[src/rtl/legv8_pkg.sv]
// Shared types and constants for the LEGv8 fetch stage.
// Holds the IF state encoding, word width, PC increment and slot helper.
package legv8_pkg;

    localparam int unsigned INST_W = 32;
    localparam int unsigned PC_INC = 4;

    typedef enum logic [1:0] {
        FETCH = 2'd0,
        WAIT  = 2'd1,
        DRAIN = 2'd2
    } if_state_e;

    // A new request may only go out when the IF/ID slot is empty or being drained this cycle.
    function automatic logic slot_free(input logic valid, input logic stall);
        return !valid || !stall;
    endfunction

endpackage

[src/rtl/legv8_pc_reg.sv]
// Program counter with +4 increment and word-aligned redirect.
// Redirect has priority over advance; the PC is reset asynchronously to RESET_PC.
module legv8_pc_reg
    import legv8_pkg::*;
#(
    parameter int unsigned     PC_W     = 64,
    parameter logic [PC_W-1:0] RESET_PC = '0
) (
    input  logic            clk,
    input  logic            rst,
    input  logic            advance,
    input  logic            redirect,
    input  logic [PC_W-1:0] target,
    output logic [PC_W-1:0] pc
);

    localparam logic [PC_W-1:0] INC      = PC_W'(PC_INC);
    localparam logic [PC_W-1:0] LOW_MASK = PC_W'(PC_INC - 1);

    logic [PC_W-1:0] pc_next;

    always_comb begin
        pc_next = pc;
        if (redirect) begin
            pc_next = target & ~LOW_MASK;
        end else if (advance) begin
            pc_next = pc + INC;
        end
    end

    always_ff @(posedge clk or posedge rst) begin
        if (rst) begin
            pc <= RESET_PC;
        end else begin
            pc <= pc_next;
        end
    end

endmodule

[src/rtl/legv8_if_stage.sv]
// LEGv8 instruction-fetch stage: single-outstanding imem requests feeding the IF/ID slot.
// Build option: define LEGV8_IF_FETCH_CNT_EN to add the fetch_cnt consumed-instruction counter.
module legv8_if_stage
    import legv8_pkg::*;
#(
    parameter int unsigned     PC_W     = 64,
    parameter logic [PC_W-1:0] RESET_PC = '0
) (
    input  logic              clk,
    input  logic              rst,
    output logic              imem_req,
    output logic [PC_W-1:0]   imem_addr,
    input  logic              imem_rvalid,
    input  logic [INST_W-1:0] imem_rdata,
    input  logic              br_taken,
    input  logic [PC_W-1:0]   br_target,
    input  logic              id_stall,
    output logic              if_valid,
    output logic [INST_W-1:0] if_inst,
    output logic [PC_W-1:0]   if_pc
`ifdef LEGV8_IF_FETCH_CNT_EN
   ,output logic [31:0]       fetch_cnt
`endif
);

    if_state_e       state;
    if_state_e       state_next;
    logic [PC_W-1:0] pc;
    logic            issue;
    logic            accept;
    logic            slot_take;

    assign slot_take = if_valid && !id_stall;
    assign issue     = (state == FETCH) && slot_free(if_valid, id_stall) && !br_taken;
    assign accept    = (state == WAIT) && imem_rvalid && !br_taken;

    // The request is combinational so it goes out the first cycle after reset release.
    assign imem_req  = issue && !rst;
    assign imem_addr = imem_req ? pc : '0;

    legv8_pc_reg #(
        .PC_W     (PC_W),
        .RESET_PC (RESET_PC)
    ) u_pc_reg (
        .clk      (clk),
        .rst      (rst),
        .advance  (accept),
        .redirect (br_taken),
        .target   (br_target),
        .pc       (pc)
    );

    always_ff @(posedge clk or posedge rst) begin
        if (rst) begin
            state <= FETCH;
        end else begin
            state <= state_next;
        end
    end

    always_comb begin
        state_next = state;
        case (state)
            FETCH: begin
                if (issue) begin
                    state_next = WAIT;
                end
            end
            WAIT: begin
                if (imem_rvalid) begin
                    state_next = FETCH;
                end else if (br_taken) begin
                    state_next = DRAIN;
                end
            end
            DRAIN: begin
                if (imem_rvalid) begin
                    state_next = FETCH;
                end
            end
            default: state_next = FETCH;
        endcase
    end

    // Redirect wins over both a landing response and a stall.
    always_ff @(posedge clk or posedge rst) begin
        if (rst) begin
            if_valid <= 1'b0;
            if_inst  <= '0;
            if_pc    <= '0;
        end else if (br_taken) begin
            if_valid <= 1'b0;
        end else if (accept) begin
            if_valid <= 1'b1;
            if_inst  <= imem_rdata;
            if_pc    <= pc;
        end else if (slot_take) begin
            if_valid <= 1'b0;
        end
    end

`ifdef LEGV8_IF_FETCH_CNT_EN
    always_ff @(posedge clk or posedge rst) begin
        if (rst) begin
            fetch_cnt <= '0;
        end else if (slot_take && !br_taken) begin
            fetch_cnt <= fetch_cnt + 32'd1;
        end
    end
`endif

endmodule

[config.mk]
export PLATFORM = sky130hd
export DESIGN_NAME = legv8_if_stage
export DESIGN_NICKNAME = d
export VERILOG_FILES = /design/src/rtl/legv8_pkg.sv /design/src/rtl/legv8_pc_reg.sv /design/src/rtl/legv8_if_stage.sv
export SDC_FILE = /design/constraint.sdc
export NUM_CORES = 1
export LEC_CHECK = 0
export CORE_UTILIZATION = 46
export DETAILED_ROUTE_END_ITERATION = 10
export GPL_TIMING_DRIVEN = 0
export PLACE_DENSITY = 0.87
export RECOVER_POWER = 25
export SYNTH_ARGS = -nofsm -noshare
export SYNTH_HDL_FRONTEND = slang
export SYNTH_SLANG_ARGS = --single-unit
[constraint.sdc]
create_clock -name clk -period 6.6 [get_ports clk]
set_input_delay 0.99 -clock clk [delete_from_list [all_inputs] [get_ports clk]]
set_output_delay 0.99 -clock clk [all_outputs]
set_load 0.1 [all_outputs]
* After elaboration in Yosys (flattened, before gate mapping) *
Cells that the tools add are included.

cells by class
  add/subtract/negate cells = 1
  multiply operators = 0
  div/mod/pow operators = 0
  order comparisons = 0
  eq/ne operators = 5
  shift-type cells = 0
  muxes and demuxes = 11
  bitwise operators = 1
  reduce and logical (&&, ||, !) cells = 16

operators with widths
  operator                 count
  $mux W64                 3
  $add A64 B3 Y64 const B  1
  $mux W2                  4
  $logic_and A1 B1 Y1      6
  $pmux W2 S3              1
  $logic_not A1 Y1         4
  $ne A2 B2 Y1 const B     2
  $mux W1                  3
  $ne A3 B3 Y1 const B     1
  $reduce_and A3 Y1        1
  $reduce_bool A3 Y1       1
  $eq A2 B1 Y1 const B     1
  $eq A2 B2 Y1 const B     1
  $logic_not A2 Y1         1
  $reduce_and A2 Y1        1
  $reduce_bool A2 Y1       1
  $logic_or A1 B1 Y1       1
  $not A1 Y1               1

word-level totals
  register bits after elaboration = 163
  bits in latches = 0
  RAM bits = 0
  ROM bits = 0
  input port bits = 101
  output and inout port bits = 162
  memories = 0

* Depth between registers and ports, before layout *
  depth after elaboration = 6
  mapped depth = 8
  gate-level depth less buffers = 6

* Hierarchy *
Synthesis repeated with hierarchy kept, for this count alone.

second synthesis, totals
  cells, all modules = 712
  area, all modules = 8306.7 um2

by module, submodules not included
  module          instances  cells an instance  area each (um2)  seq. area each (um2)
  legv8_if_stage  1          296                4559.4           2477.4
  legv8_pc_reg    1          416                3747.3           1551.5

* Worst setup path before layout *
Ideal clock, no wire load.

  kind = input port to output port
  start point = in br_taken
  end point = out imem_addr[54]
  arrival time = 3709 ps
  required time = 5610 ps
  path slack = 1901 ps
  cell stages on the path = 4
  path through = or4_1 a21oi_1 clkbuf_1 and2_1

on the way
  longest elaborated chain between the ends = 4

RTL lines
  element              RTL line              source
  start, declared      legv8_if_stage.sv:15  input logic br_taken,
  $logic_not A1 Y1     legv8_if_stage.sv:34  assign issue = (state == FETCH) && slot_free(if_valid, id_stall) && !br_taken;
  $logic_and A1 B1 Y1  legv8_if_stage.sv:34
  $logic_and A1 B1 Y1  legv8_if_stage.sv:38  assign imem_req = issue && !rst;
  net imem_req         legv8_if_stage.sv:11  output logic imem_req,
  $mux W64             legv8_if_stage.sv:39  assign imem_addr = imem_req ? pc : '0;
  end, declared        legv8_if_stage.sv:12  output logic [PC_W-1:0] imem_addr,

The timed path passes the listed nets, and every way through them passes these cells.

* Final worst setup path *
  start point = in br_taken
  end point = out imem_addr[48]

on the way
  longest elaborated chain between the ends = 4

RTL lines
  element              RTL line
  $logic_not A1 Y1     legv8_if_stage.sv:34
  $logic_and A1 B1 Y1  legv8_if_stage.sv:34
  $logic_and A1 B1 Y1  legv8_if_stage.sv:38
  $mux W64             legv8_if_stage.sv:39

Every way passes these cells.

==> run summary <==
The clock network accounts for 22.4% of the total power. Cells with a size suffix above 1 make up 16.0% of the layout. STA classifies the critical path startpoint as an input pin. The critical path startpoint is br_taken. TritonCTS built the clock tree. The number of search-and-repair iterations in the first detailed-routing pass is 5.

The launch instance of the worst min-delay path is if_pc[56]$_DFFE_PP0P_. In this run the remaining antenna-violating nets after routing total 0. The cell that appears most often on the critical path is clkdlybuf4s50_1.

The sink count of the clock tree is 159. The worst-case clock skew is 0.0105 ns. The number of vias in the routed layout is 6645. Setup repair after global routing left no endpoint under its margin.

The post-synthesis cell type count is 49. Of all nets on the critical path, the largest fanout is 10. The number of buffer cells added on primary ports is 256. The final critical-path share of the clock period came out at 82.1%. The layout net count is 1098. The number of max-cap violations came out at 2. The standard cell core area came out at 16600 µm². Summing the areas of all xor and xnor instances in the mapped netlist gives 4.60% of the synthesized area.

In the layout the commonest cells are 255 x clkdlybuf4s50_1, 159 x dfrtp_1, 96 x mux2_2, 73 x nand2_1, 63 x and2_1. The initial antenna violation count is 0. The worst path setup slack after routing is 1.18 ns. For this configuration, the core starts out at a cell density of 47.1%. The width of the chip is 132 µm. The final reports fail on max-capacitance violations, max-slew violations. After detailed routing, the number of vias per cell comes to 5.41. The DRC marker count from the first detailed-route iteration is 489. Of the synthesized area, sequential elements account for 51.0%. After synthesis, the share of flip-flops with an asynchronous set or reset is 100%. The maximum root-to-sink buffer count is 2. The clock latency reported for the late side of the worst-skew pair is 0.42 ns. In this run switching power makes up 49.0% of total power.

The die outline area is 17500 µm². The overall die height came out at 132 µm. The combinational share of power is 49.0%. The slowest stage of the critical path belongs to the cell clkdlybuf4s50_1. The worst register-to-register path begins at state[1]$_DFFE_PP0P_. Setup violations remaining at the end of the flow were counted as 0. The area growth from synthesis to layout is 44.7%.

The worst-margin pin slew came out at 2.72 ns. The hold slack came out at 0.505 ns. The worst slack after detailed placement is 1.13 ns. The library cell used most frequently in the layout, excluding fill and tap cells, is clkdlybuf4s50_1. Derived from the worst setup path, the maximum achievable clock frequency is 185 MHz. Clock-pin slew was measured on the worst setup and hold paths at 0.06 ns. For this run, design rule violations remaining after detail routing come to 0. The critical path goes through clkdlybuf4s50_1, or4_1, a21oi_2, clkbuf_1, and2_1, clkdlybuf4s50_1. The internal portion of the total power is 0.00240 W.

The tree is rooted in a clkbuf_16. The repair_antennas step left the layout with diodes totalling 0. The power density over the cells came out at 417 nW/µm². The post-CTS repair timing setup buffer count is 0. The analysis attributes to net switching a power of 0.00230 W. The number of flops mapped to enable cells by yosys is 0. The max-slew violation count came to 162. The summed instance area of the synthesized netlist came out at 7800 µm².

The static leakage is 4.45 nW. The largest net degree at the start of global routing is 111. The TritonCTS buffer count is 17. The synthesized netlist cell count came out at 717. In the final routed layout, each cell accounts on average for 18.6 µm.

In the global route stage, overall resource usage came out at 26.7%. The global-route wire length before repair came out at 36.4 mm. The routability congestion estimate from global placement is 0.792.

The critical path is of the in2out type. The post-synthesis adder-cell area fraction is 0.160%. The stage delay of the slowest cell on the critical path came out at 1.15 ns.

The count of boundary I/O pins is 263. STA classifies the critical path endpoint as a primary output. The number of gates resized after CTS was 0. The run finished, with violations left.

The sequential share of power came out at 28.6%. The estimated wirelength of the detail-placed design is 16.5 mm. The H-tree depth is 4. The register bit count reported by yosys is 159. During synthesis, Yosys emitted a total of 0 warnings.

In this run the tightest slew margin relative to its limit is -81.3%. The final hold violation count is 0. For the worst setup path, the data arrival time is 4.43 ns. The mean area per synthesized cell is 10.9 µm². The time the worst path needs with I/O delays and setup is 5.42 ns. Summing the areas of all compound-gate instances in the mapped netlist gives 6.25% of the synthesized area. The number of hold buffers added after CTS was 0. The number of global-route vias before repair was 6756. The wire length reported by the detailed router is 22.8 mm. The data required time of the critical path is 5.61 ns. The floorplan has 47 rows. The worst hold path belongs to the class reg2reg.

After synthesis, the largest family of logic cells by area is simple AND/OR/NAND/NOR gates. The area share of and/or/nand/nor cells after synthesis is 20.7%. The multiplexer share of the synthesized area came out at 14.2%.

The most used flip-flop cell after synthesis is dfrtp_1. The residual overflow from global routing is 0. Across the VDD grid, the largest voltage drop is 0.275 mV.
metrics by stage:
stage	TNS [ns]	total power (W)	util (%)	instances	cell area [µm²]
3_3_place_gp	-167.39	0.00364	64.2	1196	10700
6_report	0	0.00471	68.1	1229	11300
3_5_place_dp	0	0.00367	64.5	1197	10700
2_1_floorplan	0	0.00309	-	720	7820
4_1_cts	0	0.00473	68.2	1229	11300
5_1_grt	0	0.00485	68.1	1229	11300
synthesized netlist by cell type (8+ instances only):
library cell  number  area [µm²]
nor2_1            30         113
xnor2_1           19         166
or4_1             16         120
nand4_1           21         131
buf_2             14        70.1
and4_1             9        78.8
nand3_1           23         115
a31oi_1           14        87.6
o21ai_0           40         200
nand2_1           73         274
and3_1             8        50.1
nor3_1             9        45.0
o31ai_1            8        60.1
mux2_2            96        1080
xor2_1            22         193
dfrtp_1          159        3980
clkbuf_1          21        78.8
and2_1            63         394
cell type report:
| cell class | instances | area (µm²) |
|---|---|---|
| Sequential cell | 159 | 3980 |
| Clock inverter | 13 | 183 |
| Clock buffer | 19 | 443 |
| Multi-Input combinational cell | 510 | 3600 |
| Buffer | 44 | 211 |
| Fill cell | 1304 | 5300 |
| Tap cell | 220 | 275 |
| Inverter | 7 | 27.5 |
| Timing Repair Buffer | 257 | 2570 |
cells by family after synthesis:
logic type,count (synthesis)
buffers and inverters,51
multiplexers,99
other,1
flip-flops,159
XOR/XNOR,41
AO/OA/AOI/OAI,82
adder cells (fa/ha/maj),1
AND/OR/NAND/NOR,283
state kept, by name (all words and copies together) (netlist names):
name	cells
if_inst	32
if_pc	62
if_valid	1
state	2
u_pc_reg.pc	62
layer usage:
metal  track usage (%)  vias to the layer above  routed length (µm)
met3              6.77                       32                1660
met1              34.1                     3247                9820
met4              8.49                        0                 436
li1                  -                     3102                   -
met2              44.6                      264               10900
met5                 0                        -                   0
critical path: cells and delay by family:
kind                   cells  cell delay (ns)
buffers and inverters      3             2.03
AND/OR/NAND/NOR            2             0.74
AO/OA/AOI/OAI              1             0.65
worst paths after layout:
kind / to / slack, ns / depth (start not counted)
hold reg to reg: if_pc[56]$_DFFE_PP0P_ / 0.50 / 1
min in group asynchronous: if_pc[52]$_DFFE_PP0P_ / 1.65 / 2
setup / recovery: imem_addr[48] / 1.18 / 6
hold / removal: if_pc[56]$_DFFE_PP0P_ / 0.50 / 1
setup reg to reg: if_pc[48]$_DFFE_PP0P_ / 3.74 / 5
max in group asynchronous: u_pc_reg.pc[22]$_DFFE_PP0P_ / 1.52 / 3
power groups by stage:
stage          Sequential, W  Clock [W]  Combinational [W]
2_1_floorplan        0.00267          0           0.000424
3_3_place_gp         0.00135          0            0.00229
3_5_place_dp         0.00136          0            0.00231
4_1_cts              0.00135    0.00107            0.00232
5_1_grt              0.00138    0.00111            0.00236
6_report             0.00135    0.00105            0.00231
No activity file was read; power rests on OpenSTA's default activity.
